### config.mk
export PLATFORM = sky130hd
export DESIGN_NAME = vjtag_mem_bridge
export DESIGN_NICKNAME = d
export VERILOG_FILES = /design/src/rtl/vjtag_pkg.sv /design/src/rtl/vjtag_dr_shifter.sv /design/src/rtl/vjtag_mem_bridge.sv
export SDC_FILE = /design/constraint.sdc
export NUM_CORES = 1
export LEC_CHECK = 0
export ABC_AREA = 1
export CAP_MARGIN = 40
export CORE_AREA = 5 5 91 93
export CTS_BUF_LIST = sky130_fd_sc_hd__clkbuf_2
export CTS_CLUSTER_SIZE = 20
export DETAILED_ROUTE_END_ITERATION = 8
export DIE_AREA = 0 0 96 98
export PLACE_DENSITY = 0.68
export SLEW_MARGIN = 20
export SYNTH_ARGS = -nofsm -noshare
export SYNTH_HDL_FRONTEND = slang
export SYNTH_SLANG_ARGS = --single-unit
### constraint.sdc
create_clock -name tck -period 2 [get_ports tck]
set_input_delay 0.4 -clock tck [delete_from_list [all_inputs] [get_ports tck]]
set_output_delay 0.4 -clock tck [all_outputs]
set_load 0.05 [all_outputs]
### src/rtl/vjtag_pkg.sv
// Shared definitions for the virtual JTAG memory bridge: instruction codes,
// request FSM states and status bit positions.
package vjtag_pkg;

    typedef enum logic [1:0] {
        INSTR_BYPASS = 2'd0,
        INSTR_ADDR   = 2'd1,
        INSTR_WRITE  = 2'd2,
        INSTR_READ   = 2'd3
    } instr_e;

    typedef enum logic [1:0] {
        IDLE = 2'd0,
        REQ  = 2'd1,
        WAIT = 2'd2
    } state_e;

    localparam int unsigned STAT_OVERRUN = 0;
    localparam int unsigned STAT_BUSY    = 1;

    function automatic int unsigned max_w(input int unsigned a, input int unsigned b);
        return (a > b) ? a : b;
    endfunction

endpackage

### src/rtl/vjtag_dr_shifter.sv
// Variable-length LSB-first DR shift register with parallel capture, a
// separate 1-bit bypass register and a registered tdo.
module vjtag_dr_shifter #(
    parameter int unsigned MAX_W = 16,
    parameter int unsigned LEN_W = $clog2(MAX_W + 1)
) (
    input  logic             tck,
    input  logic             rst_n,
    input  logic [LEN_W-1:0] len_i,
    input  logic             bypass_i,
    input  logic             capture_i,
    input  logic             shift_i,
    input  logic             tdi_i,
    input  logic [MAX_W-1:0] load_i,
    output logic [MAX_W-1:0] sr_o,
    output logic             tdo_o
);

    logic [MAX_W-1:0] sr_q, sr_d, sr_shift_s;
    logic             byp_q, byp_d;
    logic             tdo_q, tdo_d;

    assign sr_shift_s = {1'b0, sr_q[MAX_W-1:1]};

    // Next-state for the shifter, bypass bit and tdo; tdi enters at bit len-1
    always_comb begin
        sr_d  = sr_q;
        byp_d = byp_q;
        tdo_d = tdo_q;
        if (capture_i) begin
            sr_d  = load_i;
            byp_d = 1'b0;
        end else if (shift_i) begin
            for (int i = 0; i < int'(MAX_W); i++) begin
                sr_d[i] = (i == int'(len_i) - 1) ? tdi_i : sr_shift_s[i];
            end
            byp_d = tdi_i;
            tdo_d = bypass_i ? byp_q : sr_q[0];
        end else begin
            sr_d  = sr_q;
        end
    end

    // Shifter state registers
    always_ff @(posedge tck or negedge rst_n) begin
        if (!rst_n) begin
            sr_q  <= {MAX_W{1'b0}};
            byp_q <= 1'b0;
            tdo_q <= 1'b0;
        end else begin
            sr_q  <= sr_d;
            byp_q <= byp_d;
            tdo_q <= tdo_d;
        end
    end

    assign sr_o  = sr_q;
    assign tdo_o = tdo_q;

endmodule

### src/rtl/vjtag_mem_bridge.sv
// Virtual JTAG endpoint turning DR scans into memory read/write requests (tck domain).
// Optional build macro VJTAG_AUTOINC_EN: post-increment the address on every accepted issue.
module vjtag_mem_bridge
    import vjtag_pkg::*;
#(
    parameter int unsigned IR_W   = 2,
    parameter int unsigned DATA_W = 8,
    parameter int unsigned ADDR_W = 16
) (
    input  logic              tck,
    input  logic              rst_n,
    input  logic              tdi,
    output logic              tdo,
    input  logic [IR_W-1:0]   ir_in,
    output logic [IR_W-1:0]   ir_out,
    input  logic              virtual_state_cdr,
    input  logic              virtual_state_sdr,
    input  logic              virtual_state_udr,
    input  logic              virtual_state_uir,
    output logic              req_valid,
    input  logic              req_ready,
    output logic              req_we,
    output logic [ADDR_W-1:0] req_addr,
    output logic [DATA_W-1:0] req_wdata,
    input  logic              rsp_valid,
    input  logic [DATA_W-1:0] rsp_rdata,
    output logic              busy,
    output logic              overrun
);

    localparam int unsigned MAX_W = max_w(DATA_W, ADDR_W);
    localparam int unsigned LEN_W = $clog2(MAX_W + 1);
`ifdef VJTAG_AUTOINC_EN
    localparam logic [ADDR_W-1:0] ADDR_STEP = ADDR_W'(1);
`else
    localparam logic [ADDR_W-1:0] ADDR_STEP = ADDR_W'(0);
`endif

    instr_e             instr_s;
    logic [31:0]        ir_ext_s;
    logic [LEN_W-1:0]   len_s;
    logic [MAX_W-1:0]   load_s, sr_s;
    logic               addr_upd_s, issue_s, accept_s;
    logic [IR_W-1:0]    status_s;
    logic               unused_s;

    state_e             state_q, state_d;
    logic [ADDR_W-1:0]  addr_q, addr_d;
    logic [DATA_W-1:0]  rd_buf_q, rd_buf_d;
    logic               req_valid_q, req_valid_d;
    logic               req_we_q, req_we_d;
    logic [ADDR_W-1:0]  req_addr_q, req_addr_d;
    logic [DATA_W-1:0]  req_wdata_q, req_wdata_d;
    logic               busy_q, busy_d;
    logic               overrun_q, overrun_d;

    assign ir_ext_s = 32'(ir_in);
    assign unused_s = virtual_state_uir;

    // Instruction decode; codes beyond READ fall back to BYPASS
    always_comb begin
        instr_s = INSTR_BYPASS;
        if (ir_ext_s < 32'd4) begin
            instr_s = instr_e'(ir_in[1:0]);
        end else begin
            instr_s = INSTR_BYPASS;
        end
    end

    // Scan length and capture value per instruction
    always_comb begin
        len_s  = LEN_W'(1);
        load_s = {MAX_W{1'b0}};
        case (instr_s)
            INSTR_ADDR: begin
                len_s  = LEN_W'(ADDR_W);
                load_s = MAX_W'(addr_q);
            end
            INSTR_WRITE: begin
                len_s  = LEN_W'(DATA_W);
                load_s = {MAX_W{1'b0}};
            end
            INSTR_READ: begin
                len_s  = LEN_W'(DATA_W);
                load_s = MAX_W'(rd_buf_q);
            end
            default: begin
                len_s  = LEN_W'(1);
                load_s = {MAX_W{1'b0}};
            end
        endcase
    end

    vjtag_dr_shifter #(
        .MAX_W (MAX_W),
        .LEN_W (LEN_W)
    ) u_shifter (
        .tck       (tck),
        .rst_n     (rst_n),
        .len_i     (len_s),
        .bypass_i  (instr_s == INSTR_BYPASS),
        .capture_i (virtual_state_cdr),
        .shift_i   (virtual_state_sdr),
        .tdi_i     (tdi),
        .load_i    (load_s),
        .sr_o      (sr_s),
        .tdo_o     (tdo)
    );

    assign addr_upd_s = virtual_state_udr && (instr_s == INSTR_ADDR);
    assign issue_s    = virtual_state_udr && ((instr_s == INSTR_WRITE) || (instr_s == INSTR_READ));
    assign accept_s   = issue_s && (state_q == IDLE);

    // Address register and sticky overrun; an ADDR load wins even while busy
    always_comb begin
        addr_d    = addr_q;
        overrun_d = overrun_q;
        if (addr_upd_s) begin
            addr_d    = sr_s[ADDR_W-1:0];
            overrun_d = 1'b0;
        end else if (accept_s) begin
            addr_d    = addr_q + ADDR_STEP;
            overrun_d = overrun_q;
        end else if (issue_s) begin
            addr_d    = addr_q;
            overrun_d = 1'b1;
        end else begin
            addr_d    = addr_q;
            overrun_d = overrun_q;
        end
    end

    // Request FSM: fields latch on issue and stay frozen until the handshake
    always_comb begin
        state_d     = state_q;
        req_valid_d = req_valid_q;
        req_we_d    = req_we_q;
        req_addr_d  = req_addr_q;
        req_wdata_d = req_wdata_q;
        rd_buf_d    = rd_buf_q;
        case (state_q)
            IDLE: begin
                if (accept_s) begin
                    state_d     = REQ;
                    req_valid_d = 1'b1;
                    req_we_d    = (instr_s == INSTR_WRITE);
                    req_addr_d  = addr_q;
                    if (instr_s == INSTR_WRITE) begin
                        req_wdata_d = sr_s[DATA_W-1:0];
                    end else begin
                        req_wdata_d = req_wdata_q;
                    end
                end else begin
                    state_d = IDLE;
                end
            end
            REQ: begin
                if (req_valid_q && req_ready) begin
                    req_valid_d = 1'b0;
                    state_d     = req_we_q ? IDLE : WAIT;
                end else begin
                    state_d = REQ;
                end
            end
            WAIT: begin
                if (rsp_valid) begin
                    rd_buf_d = rsp_rdata;
                    state_d  = IDLE;
                end else begin
                    state_d = WAIT;
                end
            end
            default: begin
                state_d     = IDLE;
                req_valid_d = 1'b0;
            end
        endcase
        busy_d = (state_d != IDLE);
    end

    // Bridge state registers
    always_ff @(posedge tck or negedge rst_n) begin
        if (!rst_n) begin
            state_q     <= IDLE;
            addr_q      <= {ADDR_W{1'b0}};
            rd_buf_q    <= {DATA_W{1'b0}};
            req_valid_q <= 1'b0;
            req_we_q    <= 1'b0;
            req_addr_q  <= {ADDR_W{1'b0}};
            req_wdata_q <= {DATA_W{1'b0}};
            busy_q      <= 1'b0;
            overrun_q   <= 1'b0;
        end else begin
            state_q     <= state_d;
            addr_q      <= addr_d;
            rd_buf_q    <= rd_buf_d;
            req_valid_q <= req_valid_d;
            req_we_q    <= req_we_d;
            req_addr_q  <= req_addr_d;
            req_wdata_q <= req_wdata_d;
            busy_q      <= busy_d;
            overrun_q   <= overrun_d;
        end
    end

    // Status word placed into the IR readback
    always_comb begin
        status_s               = {IR_W{1'b0}};
        status_s[STAT_OVERRUN] = overrun_q;
        status_s[STAT_BUSY]    = busy_q;
    end

    assign ir_out    = status_s;
    assign req_valid = req_valid_q;
    assign req_we    = req_we_q;
    assign req_addr  = req_addr_q;
    assign req_wdata = req_wdata_q;
    assign busy      = busy_q;
    assign overrun   = overrun_q;

endmodule

==> results.sh <==
export IMPL_grt_usage_pct=16.03
export IMPL_die_h_um=98
export IMPL_path_cells="dlygate4sd2_1"
export IMPL_hold_viol_final=0
export IMPL_fin_tns_setup_ps=0
export IMPL_r2r_end="req_wdata[5]$_DFFE_PN0P_"
export IMPL_syn_inst=374
export IMPL_antenna_found_initial=0
export IMPL_layout_drive_gt1_share_pct=10.78
export IMPL_cp_slowest_cell="dlygate4sd2_1"
export IMPL_whs_ps=388.1
export IMPL_end_kind="output port"
export IMPL_reg2reg_depth=6
export IMPL_grt_start_max_net_pins=73
export IMPL_rsz0062_at_grt="false"
export IMPL_dp_hpwl_mm=4.754
export IMPL_path_max_fanout=3
export IMPL_wl_per_cell_um=12.12
export IMPL_path_clk_slew_ps=210
export IMPL_num_nets_final=450
export IMPL_p_per_area_nw_per_um2=1083
export IMPL_drtIter0Drc=160
export IMPL_antennaDiodeCount=0
export IMPL_period_needed_ps=1883
export IMPL_cts_root_buf="clkbuf_2"
export IMPL_vias=2429
export IMPL_yosys_warnings=0
export IMPL_slew_headroom_pct=67.11
export IMPL_ys_seq_area_share_pct=56.58
export IMPL_slowest_delay_ps=540
export IMPL_fin_crit_sh_pct=94.15
export IMPL_synth_largest_area_cell="dfrtp_1"
export IMPL_start_util_pct=42.76
export IMPL_ys_seq_elements=72
export IMPL_gp_congestion=0.8430
export IMPL_r2r_slack_ps=700
export IMPL_core_area_um2=7447
export IMPL_p_leak_nw=2.151
export IMPL_crit_required_ps=1600
export IMPL_finalClockSkew_ps=22.17
export IMPL_worst_slew_pin_slew_ps=495.3
export IMPL_setup_viol=0
export IMPL_synth_distinct_cells=25
export IMPL_io_buffer_count=48
export IMPL_synth_area_per_cell_um2=8.514
export IMPL_worstSetupPathType="register to output port"
export IMPL_maxCapViolCount=0
export IMPL_drc_errors=0
export IMPL_synth_top_area_share_pct=56.58
export IMPL_path_buf_inv=1
export IMPL_slew_violations=0
export IMPL_ios=50
export IMPL_h_tree_depth=3
export IMPL_clk_latency_ps=530
export IMPL_cts_made_buffers=9
export IMPL_cp_arrival_ps=1480
export IMPL_grt_pass1_vias=2413
export IMPL_postCtsSetupRepairBufs=0
export IMPL_utilization_pct=51.31
export IMPL_irDropWorstVdd_uv=356.6
export IMPL_synth_area_top_cells="dfrtp_1 57%, nand2_1 21%, nand3_1 4.9%, inv_1 3.5%, buf_6 2.5%"
export IMPL_fmax_ghz=0.5310
export IMPL_cts_tree="yes"
export IMPL_fp_dieW_um=96
export IMPL_drt_total_wl_mm=6.519
export IMPL_status="completed"
export IMPL_r2r_start="state_q[0]$_DFF_PN0_"
export IMPL_cp_start_kind="register"
export IMPL_clkSinkCount=72
export IMPL_hold_class="input pin to async pin"
export IMPL_vias_per_cell=4.515
export IMPL_cts_path_max_buffers=2
export IMPL_grt_pass1_wl_mm=11.62
export IMPL_die_area_um2=9408
export IMPL_drt_pass1_iter_count=4
export IMPL_ant_nets=0
export IMPL_grt_ovfl_total=0
export IMPL_syn_to_final_growth_pct=20.00
export IMPL_num_rows=32
export IMPL_crit_family="buffers and inverters"
export IMPL_syn_area_um2=3184
export IMPL_synth_fp_nets=393
repair_timing:
item | CTS | global route
gates resized for setup | 31 | 1
hold buffers | 1 | 0
setup endpoints to repair | 31 | 1
endpoints found under the hold margin | 72 | 0
through the flow:
step           worst slack (ps)  total power [W]  cell area (um^2)  std cells
6_report                  116.9         0.004138              3821        538
5_1_grt                  0.6429         0.004439              3821        538
4_1_cts                   68.39         0.004186              3820        538
3_5_place_dp              196.2         0.003624              3756        521
3_3_place_gp              204.8         0.003593              3756        521
2_1_floorplan             695.8         0.003082              3184        374
cell families after synthesis:
| logic type | count (synthesis) | synth area share, % |
|---|---|---|
| flops | 72 | 56.58 |
| buf+inv | 49 | 8.330 |
| compound gates | 20 | 3.929 |
| simple gates | 233 | 31.16 |
area by class of cell:
type,instances,area [um^2]
flip-flops and latches,72,1802
clock buffers,9,45.04
multi-input cells,253,1117
fillers,745,3626
repair buffers,61,550.5
well taps,102,127.6
clock inverters,7,47.55
inverters,34,131.4
cells in the mapped netlist (all sizes together):
cell / n
nand2: 184
nand3b: 1
nand3: 32
nand4: 3
a21oi: 1
buf: 15
o22ai: 1
clkinv: 1
o211ai: 2
dfrtp: 72
nor2: 13
o21ai: 16
inv: 33
worst max path at each step:
| stage | from | end | slack (ps) | cells past startpoint |
|---|---|---|---|---|
| 2_1_floorplan | overrun$_DFFE_PN0P_ | ir_out[0] | 700 | 1 |
| 3_3_place_gp | virtual_state_udr | req_wdata[0]$_DFFE_PN0P_ | 200 | 6 |
| 3_5_place_dp | virtual_state_udr | req_wdata[2]$_DFFE_PN0P_ | 200 | 6 |
| 4_1_cts | overrun$_DFFE_PN0P_ | ir_out[0] | 70 | 1 |
| 5_1_grt | overrun$_DFFE_PN0P_ | overrun | 0.6 | 1 |
| 6_report | overrun$_DFFE_PN0P_ | overrun | 120 | 1 |
state kept, by name, summed over array words and instances (netlist names):
name / cells
addr_q: 16
busy: 1
overrun: 1
rd_buf_q: 8
req_addr: 16
req_valid: 1
req_wdata: 8
req_we: 1
state_q: 2
u_shifter.byp_q: 1
u_shifter.sr_o: 16
u_shifter.tdo_o: 1
routing by layer:
metal	global-route usage, %	up-vias	routed length, um
met3	4.468	9	283
met4	5.799	0	109
met2	23.74	46	2956
li1	-	1267	-
met5	0	-	0
met1	22.36	1107	3169
power by group:
group	total (W)	switching (W)	internal, W
clock	0.000699	0.000536	0.000163
sequential	0.00195	0.000195	0.00176
combinational	0.00149	0.00108	0.000407
placed cells by master (no fill, tap or decap), types with 2 or more instances in the layout:
cell	instances
clkbuf_2	9
nor2_4	3
clkinv_2	3
nand4_1	3
nand2_2	2
clkinv_4	2
o211ai_1	2
inv_2	2
nor2_1	8
o21ai_0	8
nand2_4	2
nand2_1	180
dlygate4sd2_1	30
buf_4	11
clkdlybuf4s50_1	16
o21ai_1	3
inv_1	30
o21ai_2	5
nand3_1	31
dfrtp_1	72
No activity file was read; power rests on OpenSTA's default activity.
